<file path="src/rtl/outputc_vc_pkg.sv">
// -----------------------------------------------------------------------------
// outputc_vc_pkg
// Shared definitions for the router output-channel stage:
//   - flit-type field placement (type field sits in the top bits of a flit)
//   - Enable/Disable constants
//   - default DATAW / DEPTH / PKTLEN
//   - credit-counter operation encoding and its decode helper
// -----------------------------------------------------------------------------
package outputc_vc_pkg;

    // Default configuration
    localparam int DEF_DATAW  = 64;
    localparam int DEF_DEPTH  = 8;
    localparam int DEF_PKTLEN = 4;

    // Generic on/off constants
    localparam logic Enable  = 1'b1;
    localparam logic Disable = 1'b0;

    // Flit-type field: FTYPE_W bits at the top of the flit
    localparam int FTYPE_W = 2;

    typedef enum logic [1:0] {
        FT_HEAD     = 2'd0,
        FT_BODY     = 2'd1,
        FT_TAIL     = 2'd2,
        FT_HEADTAIL = 2'd3
    } flit_type_e;

    // Bit positions of the type field for a given flit width
    function automatic int ftype_msb(input int dataw);
        return dataw - 1;
    endfunction

    function automatic int ftype_lsb(input int dataw);
        return dataw - FTYPE_W;
    endfunction

    // What the per-VC credit counter does this cycle
    typedef enum logic [1:0] {
        CR_HOLD = 2'd0,
        CR_INC  = 2'd1,
        CR_DEC  = 2'd2
    } credit_op_e;

    // A send and an ack in the same cycle cancel out. The counter saturates
    // at both ends instead of wrapping.
    function automatic credit_op_e credit_op(input logic send,
                                             input logic ack,
                                             input logic empty,
                                             input logic full);
        credit_op_e op;
        if (send && !ack && !full) begin
            op = CR_INC;
        end else if (ack && !send && !empty) begin
            op = CR_DEC;
        end else begin
            op = CR_HOLD;
        end
        return op;
    endfunction

endpackage

</file>
<file path="src/rtl/outputc_vc_if.sv">
// -----------------------------------------------------------------------------
// outputc_vc_if
// Bundle of the crossbar-side, link-side and allocator-side signals of one
// router output channel.
//   idata/ivalid/ivch : flit from the crossbar
//   odata/ovalid/ovch : registered flit onto the link
//   iack              : per-VC credit return from downstream
//   ordy              : per-VC "room for a full packet"
//   ilck / olck       : downstream lock state in, local lock view out
//   err               : per-VC sticky credit error
// Modports: slave = the output channel itself, master = its environment.
// -----------------------------------------------------------------------------
interface outputc_vc_if #(
    parameter int NVC   = 2,
    parameter int DATAW = 64,
    parameter int VCW   = (NVC > 1) ? $clog2(NVC) : 1
);
    logic [DATAW-1:0] idata;
    logic             ivalid;
    logic [VCW-1:0]   ivch;
    logic [DATAW-1:0] odata;
    logic             ovalid;
    logic [VCW-1:0]   ovch;
    logic [NVC-1:0]   iack;
    logic [NVC-1:0]   ordy;
    logic [NVC-1:0]   ilck;
    logic [NVC-1:0]   olck;
    logic [NVC-1:0]   err;

    modport slave (
        input  idata, ivalid, ivch, iack, ilck,
        output odata, ovalid, ovch, ordy, olck, err
    );

    modport master (
        output idata, ivalid, ivch, iack, ilck,
        input  odata, ovalid, ovch, ordy, olck, err
    );

endinterface

</file>
<file path="src/rtl/outputc_vc_credit.sv">
// -----------------------------------------------------------------------------
// outputc_vc_credit
// Credit counter, ready flag, lock tracker and credit-error flag of one VC.
// Optional feature macro: OUTPUTC_VC_ERRCHK_EN (sticky under/overflow flag).
// Ports:
//   clk, rst  : clock, synchronous active-high reset
//   send_i    : a flit for this VC is accepted this cycle
//   ack_i     : downstream freed one slot of this VC
//   link_i    : the flit currently on the link belongs to this VC
//   ilck_i    : downstream still holds this VC locked
//   ordy_o    : room downstream for a full packet
//   olck_o    : local lock view
//   err_o     : sticky credit error (0 when the check is not built)
// -----------------------------------------------------------------------------
import outputc_vc_pkg::*;

module outputc_vc_credit #(
    parameter int ROUTERID = 0,
    parameter int PCHID    = 0,
    parameter int VC       = 0,
    parameter int DEPTH    = DEF_DEPTH,
    parameter int PKTLEN   = DEF_PKTLEN,
    parameter int CNTW     = $clog2(DEPTH + 1)
) (
    input  logic clk,
    input  logic rst,
    input  logic send_i,
    input  logic ack_i,
    input  logic link_i,
    input  logic ilck_i,
    output logic ordy_o,
    output logic olck_o,
    output logic err_o
);

    // Free-space arithmetic gets one extra bit so DEPTH - cnt never wraps
    localparam int FW = CNTW + 1;

    logic [CNTW-1:0] cnt_q;
    logic [CNTW-1:0] cnt_d;
    logic            olck_q;
    logic            olck_d;
    logic            empty_s;
    logic            full_s;
    credit_op_e      op_s;
    logic [FW-1:0]   free_s;

    assign empty_s = (cnt_q == {CNTW{1'b0}});
    assign full_s  = (cnt_q == CNTW'(DEPTH));
    assign op_s    = credit_op(send_i, ack_i, empty_s, full_s);

    // Next value of the outstanding-flit counter
    always_comb begin
        cnt_d = cnt_q;
        case (op_s)
            CR_INC:  cnt_d = cnt_q + CNTW'(1);
            CR_DEC:  cnt_d = cnt_q - CNTW'(1);
            default: cnt_d = cnt_q;
        endcase
    end

    // Outstanding-flit counter register
    always_ff @(posedge clk) begin
        if (rst) begin
            cnt_q <= {CNTW{1'b0}};
        end else begin
            cnt_q <= cnt_d;
        end
    end

    // Ready only when a whole packet fits, since allocators commit per packet
    assign free_s = FW'(DEPTH) - {1'b0, cnt_q};
    assign ordy_o = (free_s >= FW'(PKTLEN));

    // Lock next state: a new or in-flight flit keeps the VC locked, which
    // takes priority over downstream releasing it
    always_comb begin
        olck_d = olck_q;
        if (send_i || link_i) begin
            olck_d = 1'b1;
        end else if (olck_q && !ilck_i) begin
            olck_d = 1'b0;
        end else begin
            olck_d = olck_q;
        end
    end

    // Lock register
    always_ff @(posedge clk) begin
        if (rst) begin
            olck_q <= 1'b0;
        end else begin
            olck_q <= olck_d;
        end
    end

    assign olck_o = olck_q;

`ifdef OUTPUTC_VC_ERRCHK_EN
    logic err_q;
    logic underflow_s;
    logic overflow_s;

    assign underflow_s = ack_i && !send_i && empty_s;
    assign overflow_s  = send_i && !ack_i && full_s;

    // Sticky credit-error flag, cleared only by reset
    always_ff @(posedge clk) begin
        if (rst) begin
            err_q <= 1'b0;
        end else if (underflow_s || overflow_s) begin
            err_q <= 1'b1;
        end else begin
            err_q <= err_q;
        end
    end

    assign err_o = err_q;

`ifndef SYNTHESIS
    // Simulation report identifying where the credit error happened
    always_ff @(posedge clk) begin
        if (!rst && (underflow_s || overflow_s)) begin
            $error("outputc_vc router %0d pch %0d vc %0d: credit %s",
                   ROUTERID, PCHID, VC, underflow_s ? "underflow" : "overflow");
        end
    end
`endif
`else
    assign err_o = 1'b0;
`endif

endmodule

</file>
<file path="src/rtl/outputc_vc.sv">
// -----------------------------------------------------------------------------
// outputc_vc
// Router output-channel stage: registers the switch-allocated flit onto the
// physical link and tracks downstream credit and lock state per VC.
// Optional feature macro: OUTPUTC_VC_ERRCHK_EN (per-VC sticky credit error).
// Ports:
//   clk  : clock
//   rst  : synchronous active-high reset
//   bus  : outputc_vc_if.slave (flit in/out, iack/ordy, ilck/olck, err)
// -----------------------------------------------------------------------------
import outputc_vc_pkg::*;

module outputc_vc #(
    parameter int ROUTERID = 0,
    parameter int PCHID    = 0,
    parameter int NVC      = 2,
    parameter int VCW      = (NVC > 1) ? $clog2(NVC) : 1,
    parameter int DATAW    = DEF_DATAW,
    parameter int DEPTH    = DEF_DEPTH,
    parameter int PKTLEN   = DEF_PKTLEN,
    parameter int CNTW     = $clog2(DEPTH + 1)
) (
    input  logic        clk,
    input  logic        rst,
    outputc_vc_if.slave bus
);

    logic [DATAW-1:0] odata_q;
    logic [DATAW-1:0] odata_d;
    logic             ovalid_q;
    logic             ovalid_d;
    logic [VCW-1:0]   ovch_q;
    logic [VCW-1:0]   ovch_d;
    logic [NVC-1:0]   send_s;
    logic [NVC-1:0]   link_s;
    logic [NVC-1:0]   ordy_s;
    logic [NVC-1:0]   olck_s;
    logic [NVC-1:0]   err_s;

    // Link register next state: load a new flit, otherwise drop to all-zero
    // after the last one, otherwise stay idle
    always_comb begin
        odata_d  = odata_q;
        ovalid_d = ovalid_q;
        ovch_d   = ovch_q;
        if (bus.ivalid) begin
            odata_d  = bus.idata;
            ovalid_d = 1'b1;
            ovch_d   = bus.ivch;
        end else if (ovalid_q) begin
            odata_d  = {DATAW{1'b0}};
            ovalid_d = 1'b0;
            ovch_d   = {VCW{1'b0}};
        end else begin
            odata_d  = odata_q;
            ovalid_d = ovalid_q;
            ovch_d   = ovch_q;
        end
    end

    // Link register
    always_ff @(posedge clk) begin
        if (rst) begin
            odata_q  <= {DATAW{1'b0}};
            ovalid_q <= 1'b0;
            ovch_q   <= {VCW{1'b0}};
        end else begin
            odata_q  <= odata_d;
            ovalid_q <= ovalid_d;
            ovch_q   <= ovch_d;
        end
    end

    // Per-VC decode and credit/lock tracking. A VC index at or above NVC
    // matches no generate slot, so it touches no counter.
    for (genvar v = 0; v < NVC; v++) begin : g_vc
        assign send_s[v] = bus.ivalid && (bus.ivch == VCW'(v));
        assign link_s[v] = ovalid_q && (ovch_q == VCW'(v));

        outputc_vc_credit #(
            .ROUTERID (ROUTERID),
            .PCHID    (PCHID),
            .VC       (v),
            .DEPTH    (DEPTH),
            .PKTLEN   (PKTLEN),
            .CNTW     (CNTW)
        ) u_credit (
            .clk    (clk),
            .rst    (rst),
            .send_i (send_s[v]),
            .ack_i  (bus.iack[v]),
            .link_i (link_s[v]),
            .ilck_i (bus.ilck[v]),
            .ordy_o (ordy_s[v]),
            .olck_o (olck_s[v]),
            .err_o  (err_s[v])
        );
    end

    assign bus.odata  = odata_q;
    assign bus.ovalid = ovalid_q;
    assign bus.ovch   = ovch_q;
    assign bus.ordy   = ordy_s;
    assign bus.olck   = olck_s;
    assign bus.err    = err_s;

endmodule
</file>
<file path="src/flat_wrapper.sv">
// flat-port wrapper written by rule: the top's interface ports become plain ports
module outputc_vc_flat 
#(
    parameter int ROUTERID = 0,
    parameter int PCHID    = 0,
    parameter int NVC      = 2,
    parameter int VCW      = (NVC > 1) ? $clog2(NVC) : 1,
    parameter int DATAW    = DEF_DATAW,
    parameter int DEPTH    = DEF_DEPTH,
    parameter int PKTLEN   = DEF_PKTLEN,
    parameter int CNTW     = $clog2(DEPTH + 1)
)
  (clk, rst, bus_idata, bus_ivalid, bus_ivch, bus_iack, bus_ilck, bus_odata, bus_ovalid, bus_ovch, bus_ordy, bus_olck, bus_err);
  outputc_vc_if #(.NVC(NVC), .DATAW(DATAW), .VCW(VCW)) bus_i ();
  input  logic clk;
  input  logic rst;
  input wire logic [$bits(bus_i.idata)-1:0] bus_idata;
  input wire logic [$bits(bus_i.ivalid)-1:0] bus_ivalid;
  input wire logic [$bits(bus_i.ivch)-1:0] bus_ivch;
  input wire logic [$bits(bus_i.iack)-1:0] bus_iack;
  input wire logic [$bits(bus_i.ilck)-1:0] bus_ilck;
  output wire logic [$bits(bus_i.odata)-1:0] bus_odata;
  output wire logic [$bits(bus_i.ovalid)-1:0] bus_ovalid;
  output wire logic [$bits(bus_i.ovch)-1:0] bus_ovch;
  output wire logic [$bits(bus_i.ordy)-1:0] bus_ordy;
  output wire logic [$bits(bus_i.olck)-1:0] bus_olck;
  output wire logic [$bits(bus_i.err)-1:0] bus_err;
  assign bus_i.idata = bus_idata;
  assign bus_i.ivalid = bus_ivalid;
  assign bus_i.ivch = bus_ivch;
  assign bus_i.iack = bus_iack;
  assign bus_i.ilck = bus_ilck;
  assign bus_odata = bus_i.odata;
  assign bus_ovalid = bus_i.ovalid;
  assign bus_ovch = bus_i.ovch;
  assign bus_ordy = bus_i.ordy;
  assign bus_olck = bus_i.olck;
  assign bus_err = bus_i.err;
  outputc_vc #(.ROUTERID(ROUTERID), .PCHID(PCHID), .NVC(NVC), .VCW(VCW), .DATAW(DATAW), .DEPTH(DEPTH), .PKTLEN(PKTLEN), .CNTW(CNTW)) u_core (.clk(clk), .rst(rst), .bus(bus_i));
endmodule
</file>
<file path="config.mk">
export PLATFORM = sky130hd
export DESIGN_NAME = outputc_vc_flat
export DESIGN_NICKNAME = d
export VERILOG_FILES = /design/src/rtl/outputc_vc_pkg.sv /design/src/rtl/outputc_vc_if.sv /design/src/rtl/outputc_vc_credit.sv /design/src/rtl/outputc_vc.sv /design/src/flat_wrapper.sv
export SDC_FILE = /design/constraint.sdc
export NUM_CORES = 1
export LEC_CHECK = 0
export ABC_AREA = 1
export BUFFER_PORTS_ARGS = -buffer_cell sky130_fd_sc_hd__buf_2
export CAP_MARGIN = 0
export CORE_ASPECT_RATIO = 1.5
export CORE_MARGIN = 2
export CORE_UTILIZATION = 40
export DETAILED_ROUTE_END_ITERATION = 7
export PLACE_DENSITY = 0.69
export SYNTH_ARGS = -nofsm -noshare
export SYNTH_HDL_FRONTEND = slang
export SYNTH_SLANG_ARGS = --single-unit
</file>
<file path="constraint.sdc">
create_clock -name clk -period 3.1 [get_ports clk]
set_input_delay 0.155 -clock clk [delete_from_list [all_inputs] [get_ports clk]]
set_output_delay 0.155 -clock clk [all_outputs]
set_load 0.05 [all_outputs]
</file>
==> results by group, run 1 <==
Setup path
  – CP Data Arrival Time: 2.05 ns
  – Worst setup path category: flop to flop
  – Crit Path Max Fanout: 5
  – Most used cell, CP: nand2_1
  – Reg-to-reg endpoint: u_core.g_vc[0].u_credit.cnt_q[3]
  – CP endpoint kind: flop
  – R2r setup slk: 1.29 ns
  – Critical R2R Launch: u_core.g_vc[0].u_credit.cnt_q[0]
  – Crit-path cells: nor2_2 > nand2_1 > nand2_2 > inv_1 > ha_1 > nand2_1 > nand2_1 > nor2_1 > nand2_1 > nand3_2 > nand2_1 > nand2_1 > nor2_1
  – FF-to-FF path depth: 13
  – Worst EP required: 3.34 ns
  – CP max stage delay: 0.35 ns
  – Setup crit start kind: flop
  – Worst path slowest cell: dfxtp_1

Clock tree
  – CTS tree: built
  – Worst-Skew Late Latency: 0.34 ns
  – H-tree depth: 3
  – CTS Buffer Depth: 2
  – Root Buffer Master: clkbuf_8
  – Total CTS buffers: 9
  – Reg clk slew, reported paths: 0.07 ns
  – Clock sinks: 76
  – Post-CTS setup buffers: 0

Power and ir drop
  – Total power: 0.002465 W
  – PD cells: 656.3 nW/um^2
  – Int Power: 0.001659 W
  – Clock Power Share: 30.4%
  – Reported net switching power: 0.0008058 W
  – Leakage power figure: 1.835 nW
  – Reg power frac: 44.9%
  – Maximum vdd drop: 0.3332 mV
  – Sw frac: 32.69%
  – Logic pwr share: 24.7%

Global route
  – M1 GR Usage: 19.67%
  – Vias in the first global route: 2511
  – Largest net degree at the start of global routing: 74
  – Initial antenna violation count: 0
  – Met3 Use GR: 5.827%
  – Met2 Use GR: 31.75%
  – Global route hottest layer: met2
  – First-pass GRT wire length: 11080 um
  – Gr usage total: 18.17%
  – Global route overflow: 0

Run status
  – Status: complete, no violations

Min path
  – Hold EP: u_core.bus.odata[58]
  – Min-Delay Path Class: primary input to flop
  – Hold_sp: bus_idata[58]
  – Worst Hold Depth: 2

Yosys
  – Area leader, netlist: dfxtp_1
  – Yosys top cell area share: 53.54%
  – Seq/Total Area, Yosys: 53.54%
  – Synth cell types: 22
  – Syn avg cell area: 10.68 um^2
  – Synth Instances: 266
  – Post-synthesis register bit count: 76
  – Cell area after synthesis: 2841 um^2
  – Synth Warn #: 0
  – Top cells by area, synth: dfxtp_1 (54%), a32o_1 (23%), buf_4 (3.4%)

Timing
  – Final Setup Violations: 0
  – Peak Freq: 552.5 MHz
  – Fin crit share: 58.38%
  – Final slew viol count: 0
  – RSZ-0062 raised after global routing: false
  – Fin. Hold Viols: 0
  – Final TNS setup: 0 ns
  – Minimum clock period: 1.810 ns
  – Clock Skew: 0.006058 ns
  – Worst Tran Pin Value: 1.129 ns
  – Slew headroom: 24.75%

Route
  – Routed Antenna Nets: 0
  – Vias: 2558
  – Drt total wl: 7062 um
  – Drt pass-1 iters: 5
  – Post-route DRC: 0
  – Avg Vias per Cell: 5.307
  – Post-DR wirelength/cell: 14.65 um
  – Drt first-iter violations: 119

Layout
  – Share of cells above drive strength 1: 40.35%
  – Ant. Diodes: 0
  – Most common cell after layout, fill and taps aside: buf_2
  – Fill cell count: 625
  – Most frequent cells in the layout: buf_2 (141), dfxtp_1 (76), a32o_1 (64), nand2_1 (25), inv_1 (19)
  – Nets: 477
  – Area Growth Syn to Fin: 32.19%
  – Final instance area: 3756 um^2

Floorplan
  – CORE AREA: 6852 um^2
  – Rows: 37
  – Die width: 72.82 um
  – Die Y: 107.2 um
  – Io pins: 144
  – Effective utilization at floorplan: 41.47%
  – Die area: 7808 um^2

Flow run
  – Max-cap check violation count: 0

Placement
  – GPL Wtd Cong: 0.7839
  – Post-DP HPWL: 4672 um
  – Cell Area, Placed: 3500 um^2
  – I/O Buffers: 141
## registers in the layout (all words and copies together) (netlist names)
signal                       flops
u_core.bus.odata                64
u_core.bus.ovalid                1
u_core.bus.ovch                  1
u_core.g_vc.u_credit.cnt_q       8
u_core.g_vc.u_credit.olck_o      2
## routing by layer
layer	wire [um]	vias to the layer above
li1	-	1248
met1	2785	1207
met2	3712	92
met3	444	11
met4	119	0
met5	0	-
## what timing repair did
action                                 CTS  global route
gates resized for setup                  0             0
endpoints found under the hold margin    6             0
hold buffers                             6             0
## area by class of cell
class                           count  area, um^2  share of cell area, %
Clock buffer                       15       166.4                  4.430
Clock inverter                      1       30.03                 0.7995
Inverter                           21       78.83                  2.099
Multi-Input combinational cell    142        1081                  28.78
Sequential cell                    76        1521                  40.51
Tap cell                           78       97.59                  2.598
Timing Repair Buffer              149       780.7                  20.79
## power groups by stage
stage               clock network (W)  logic, W  registers (W)
finish                       0.000749  0.000609        0.00111
global route                 0.000807  0.000666        0.00112
CTS                          0.000778  0.000616        0.00111
detailed placement                  0  0.000608        0.00113
global placement                    0  0.000595        0.00112
floorplan                           0  0.000315        0.00128
## Yosys cell counts (all sizes together)
master and instances:
inv 21, a32o 64, clkbuf 1, nor2 13
buf 27, nand2 27, fa 2, nor3 1
o21ai 6, dfxtp 76, o21a 1, a21oi 10
conb 1, a211oi 1, nand3 9, ha 4
xor2 2
## cells by family after synthesis
logic type,after synthesis,synth area share [%]
AO/OA/AOI/OAI,82,25.89
flip-flops,76,53.54
AND/OR/NAND/NOR,50,7.838
buffers and inverters,49,8.807
adder cells (fa/ha/maj),6,3.171
XOR/XNOR,2,0.6166
other,1,0.1320
## worst max-delay path, delay by kind of cell (launching register included)
| kind | cells | cell delay [ns] |
|---|---|---|
| fa+ha+maj | 1 | 0.31 |
| buf+inv | 1 | 0.08 |
| simple gates | 11 | 0.97 |
| flops | 1 | 0.35 |
## how the worst max path moves through the flow
stage                                                start                               end  cells after the start
after floorplan           u_core.g_vc[0].u_credit.cnt_q[0]  u_core.g_vc[0].u_credit.cnt_q[3]                     13
after global placement    u_core.g_vc[0].u_credit.cnt_q[0]  u_core.g_vc[0].u_credit.cnt_q[3]                     13
after detailed placement  u_core.g_vc[0].u_credit.cnt_q[0]  u_core.g_vc[0].u_credit.cnt_q[3]                     13
after CTS                 u_core.g_vc[0].u_credit.cnt_q[0]  u_core.g_vc[0].u_credit.cnt_q[3]                     13
after global routing      u_core.g_vc[0].u_credit.cnt_q[0]  u_core.g_vc[0].u_credit.cnt_q[3]                     13
final                     u_core.g_vc[0].u_credit.cnt_q[0]  u_core.g_vc[0].u_credit.cnt_q[3]                     13
## through the flow
step | setup WS [ns] | hold slack [ns] | cells | util [%]
after floorplan | 1.460 | 0.2241 | 267 | -
after global placement | 1.374 | 0.3641 | 460 | 51.08
after detailed placement | 1.299 | 0.3683 | 460 | 51.08
after CTS | 1.276 | 0.0002206 | 482 | 54.82
after global routing | 1.095 | 0.001612 | 482 | 54.82
final | 1.290 | 0.02197 | 482 | 54.82
Note: power is estimated with default switching activity, not from simulation.
==> inputs of run 2 (changes only) <==
- clock period: 3.1 -> 1.7 ns (I/O delays scaled with it)
==> run 2 against run 1 <==
Die area unchanged. Total power is 96% higher. Clock skew down 0.0027 ns. Via count grew 14%. Highest routed layer unchanged. Hold slack better by 0.018 ns. Clock power is 84% higher. Flip-flop and latch count is the same. Non-clock buffer count is 71 higher. Count of clock-buffer cells in the layout stayed put. Sequential share of layout area shrank 6.5 points. Fmax up 13%. Setup slack worse by 1.2 ns.
==> results by group, run 2 (synthesis gave the netlist of run 1 again) <==
Setup path
  – Setup crit start kind: flop (unchanged)
  – Worst path slowest cell: fa_1 (was dfxtp_1)
  – CP Data Arrival Time: 1.84 ns (was 2.05 ns)
  – Top delay family on crit path: adder cells (was simple AND/OR/NAND/NOR gates)
  – CP max stage delay: 0.37 ns (was 0.35 ns)
  – Worst EP required: 1.94 ns (was 3.34 ns)
  – Crit-path cells: inv_1 > nand3_2 > nand3_2 > buf_4 > buf_4 > fa_1 > xor2_1 > a21oi_1 (was nor2_2 > nand2_1 > nand2_2 > inv_1 > ha_1 > nand2_1 > nand2_1 > nor2_1 > nand2_1 > nand3_2 > nand2_1 > nand2_1 > nor2_1)
  – Worst Path Buf+Inv: 3 (was 1)
  – Worst setup path category: flop to flop (unchanged)
  – CP endpoint kind: flop (unchanged)
  – Crit Path Max Fanout: 4 (was 5)

Floorplan
  – CORE AREA: 6852 um^2 (unchanged)
  – Rows: 37 (unchanged)
  – Die area: 7808 um^2 (unchanged)
  – Effective utilization at floorplan: 41.47% (unchanged)
  – Die Y: 107.2 um (unchanged)
  – Io pins: 144 (unchanged)
  – Die width: 72.82 um (unchanged)

Power and ir drop
  – Leakage power figure: 2.144 nW (was 1.835 nW)
  – PD cells: 1073 nW/um^2 (was 656.3 nW/um^2)
  – Total power: 0.004843 W (was 0.002465 W)
  – Maximum vdd drop: 0.8619 mV (was 0.3332 mV)

Timing
  – Fin crit share: 94.27% (was 58.38%)
  – Slew headroom: 63.50% (was 24.75%)
  – Peak Freq: 624.0 MHz (was 552.5 MHz)
  – Minimum clock period: 1.603 ns (was 1.810 ns)
  – Final slew viol count: 0 (unchanged)
  – Final Setup Violations: 0 (unchanged)
  – Hold Slack: 0.03957 ns (was 0.02197 ns)
  – Fin. Hold Viols: 0 (unchanged)
  – Worst Tran Pin Value: 0.5476 ns (was 1.129 ns)
  – Clock Skew: 0.003348 ns (was 0.006058 ns)

Clock tree
  – Clock sinks: 76 (unchanged)
  – CTS Buffer Depth: 2 (unchanged)
  – Root Buffer Master: clkbuf_8 (unchanged)
  – Worst-Skew Late Latency: 0.35 ns (was 0.34 ns)
  – Reg clk slew, reported paths: 0.07 ns (about the same)
  – Total CTS buffers: 9 (unchanged)
  – CTS tree: built (unchanged)
  – H-tree depth: 3 (unchanged)

Layout
  – Final instance area: 4512 um^2 (was 3756 um^2)
  – Share of cells above drive strength 1: 40.63% (was 40.35%)
  – Ant. Diodes: 0 (unchanged)
  – Most frequent cells in the layout: buf_2 (141), dfxtp_1 (71), dlygate4sd3_1 (65), a32o_1 (64), nand2_1 (21) (was buf_2 (141), dfxtp_1 (76), a32o_1 (64), nand2_1 (25), inv_1 (19))
  – Area Growth Syn to Fin: 58.78% (was 32.19%)
  – Final Core Density: 65.85% (was 54.82%)
  – Most common cell after layout, fill and taps aside: buf_2 (unchanged)
  – Nets: 548 (was 477)
  – Largest register FFs: 64 (unchanged)

Global route
  – Vias in the first global route: 2856 (was 2511)
  – Gr usage total: 20.81% (was 18.17%)
  – Largest net degree at the start of global routing: 55 (was 74)
  – Initial antenna violation count: 0 (unchanged)
  – Global route overflow: 0 (unchanged)
  – First-pass GRT wire length: 12560 um (was 11080 um)

Route
  – Vias: 2916 (was 2558)
  – Routed Antenna Nets: 0 (unchanged)
  – Post-DR wirelength/cell: 14.71 um (was 14.65 um)
  – Drt total wl: 8135 um (was 7062 um)
  – Drt pass-1 iters: 5 (unchanged)
  – Avg Vias per Cell: 5.273 (was 5.307)
  – Drt first-iter violations: 154 (was 119)
  – Post-route DRC: 0 (unchanged)

Placement
  – I/O Buffers: 141 (unchanged)
  – GPL Wtd Cong: 0.7653 (was 0.7839)
  – Post-DP HPWL: 4898 um (was 4672 um)
  – Cell Area, Placed: 3567 um^2 (was 3500 um^2)

Run status
  – Status: complete, no violations (unchanged)

Flow run
  – Max-cap check violation count: 0 (unchanged)

Min path
  – Min-Delay Path Class: primary input to flop (unchanged)
[run 2: timing repair]
item	4_1_cts	5_1_grt
hold endpoints to repair	66	0
endpoints found under the setup margin	1	3
buffers inserted	1	2
hold buffers	65	0
gates resized for setup	0	22
pin swaps	1	7
[run 2: final timing paths]
check / startpoint / end / slack [ns] / cells after the start
setup / recovery: u_core.g_vc[1].u_credit.cnt_q[3] / u_core.g_vc[1].u_credit.cnt_q[2] / 0.1 / 8
hold reg to reg: u_core.bus.odata[12] / u_core.bus.odata[12] / 0.50 / 1
setup reg to reg: u_core.g_vc[1].u_credit.cnt_q[3] / u_core.g_vc[1].u_credit.cnt_q[2] / 0.1 / 8
hold / removal: bus_ilck[0] / u_core.g_vc[0].u_credit.olck_o / 0.04 / 5
[run 2: tightest hold or removal path: stages]
cell	delay, ns
buf_2	0.07
nand2_1	0.04
nand2_1	0.05
o21ai_0	0.06
inv_1	0.04
[run 2: where the power goes]
part | total (W) | switching (W) | internal (W)
registers | 0.00204 | 0.000106 | 0.00193
logic | 0.00142 | 0.000871 | 0.000551
clock network | 0.00138 | 0.000622 | 0.000762
[run 2: stage by stage]
stage,TNS [ns],setup WS (ns),cells
6_report,0,0.09735,553
5_1_grt,-0.05303,-0.02358,553
4_1_cts,0,0.006298,551
3_5_place_dp,0,0.02509,469
3_3_place_gp,0,0.07988,469
2_1_floorplan,0,0.06017,267
[run 2: metal layers]
layer | routed length (um) | up-vias | global-route usage, %
li1 | - | 1387 | -
met1 | 2961 | 1387 | 20.40
met2 | 4427 | 119 | 38.05
met3 | 489 | 23 | 6.579
met4 | 257 | 0 | 10.32
met5 | 0 | - | 0
[run 2: final cells by class]
class	instances	area, um^2
timing repair buffer	220	1461
tap	78	97.59
inverter	21	78.83
clock buffer	15	166.4
sequential	76	1533
multi-input combinational	142	1145
fill	534	2340
clock inverter	1	30.03
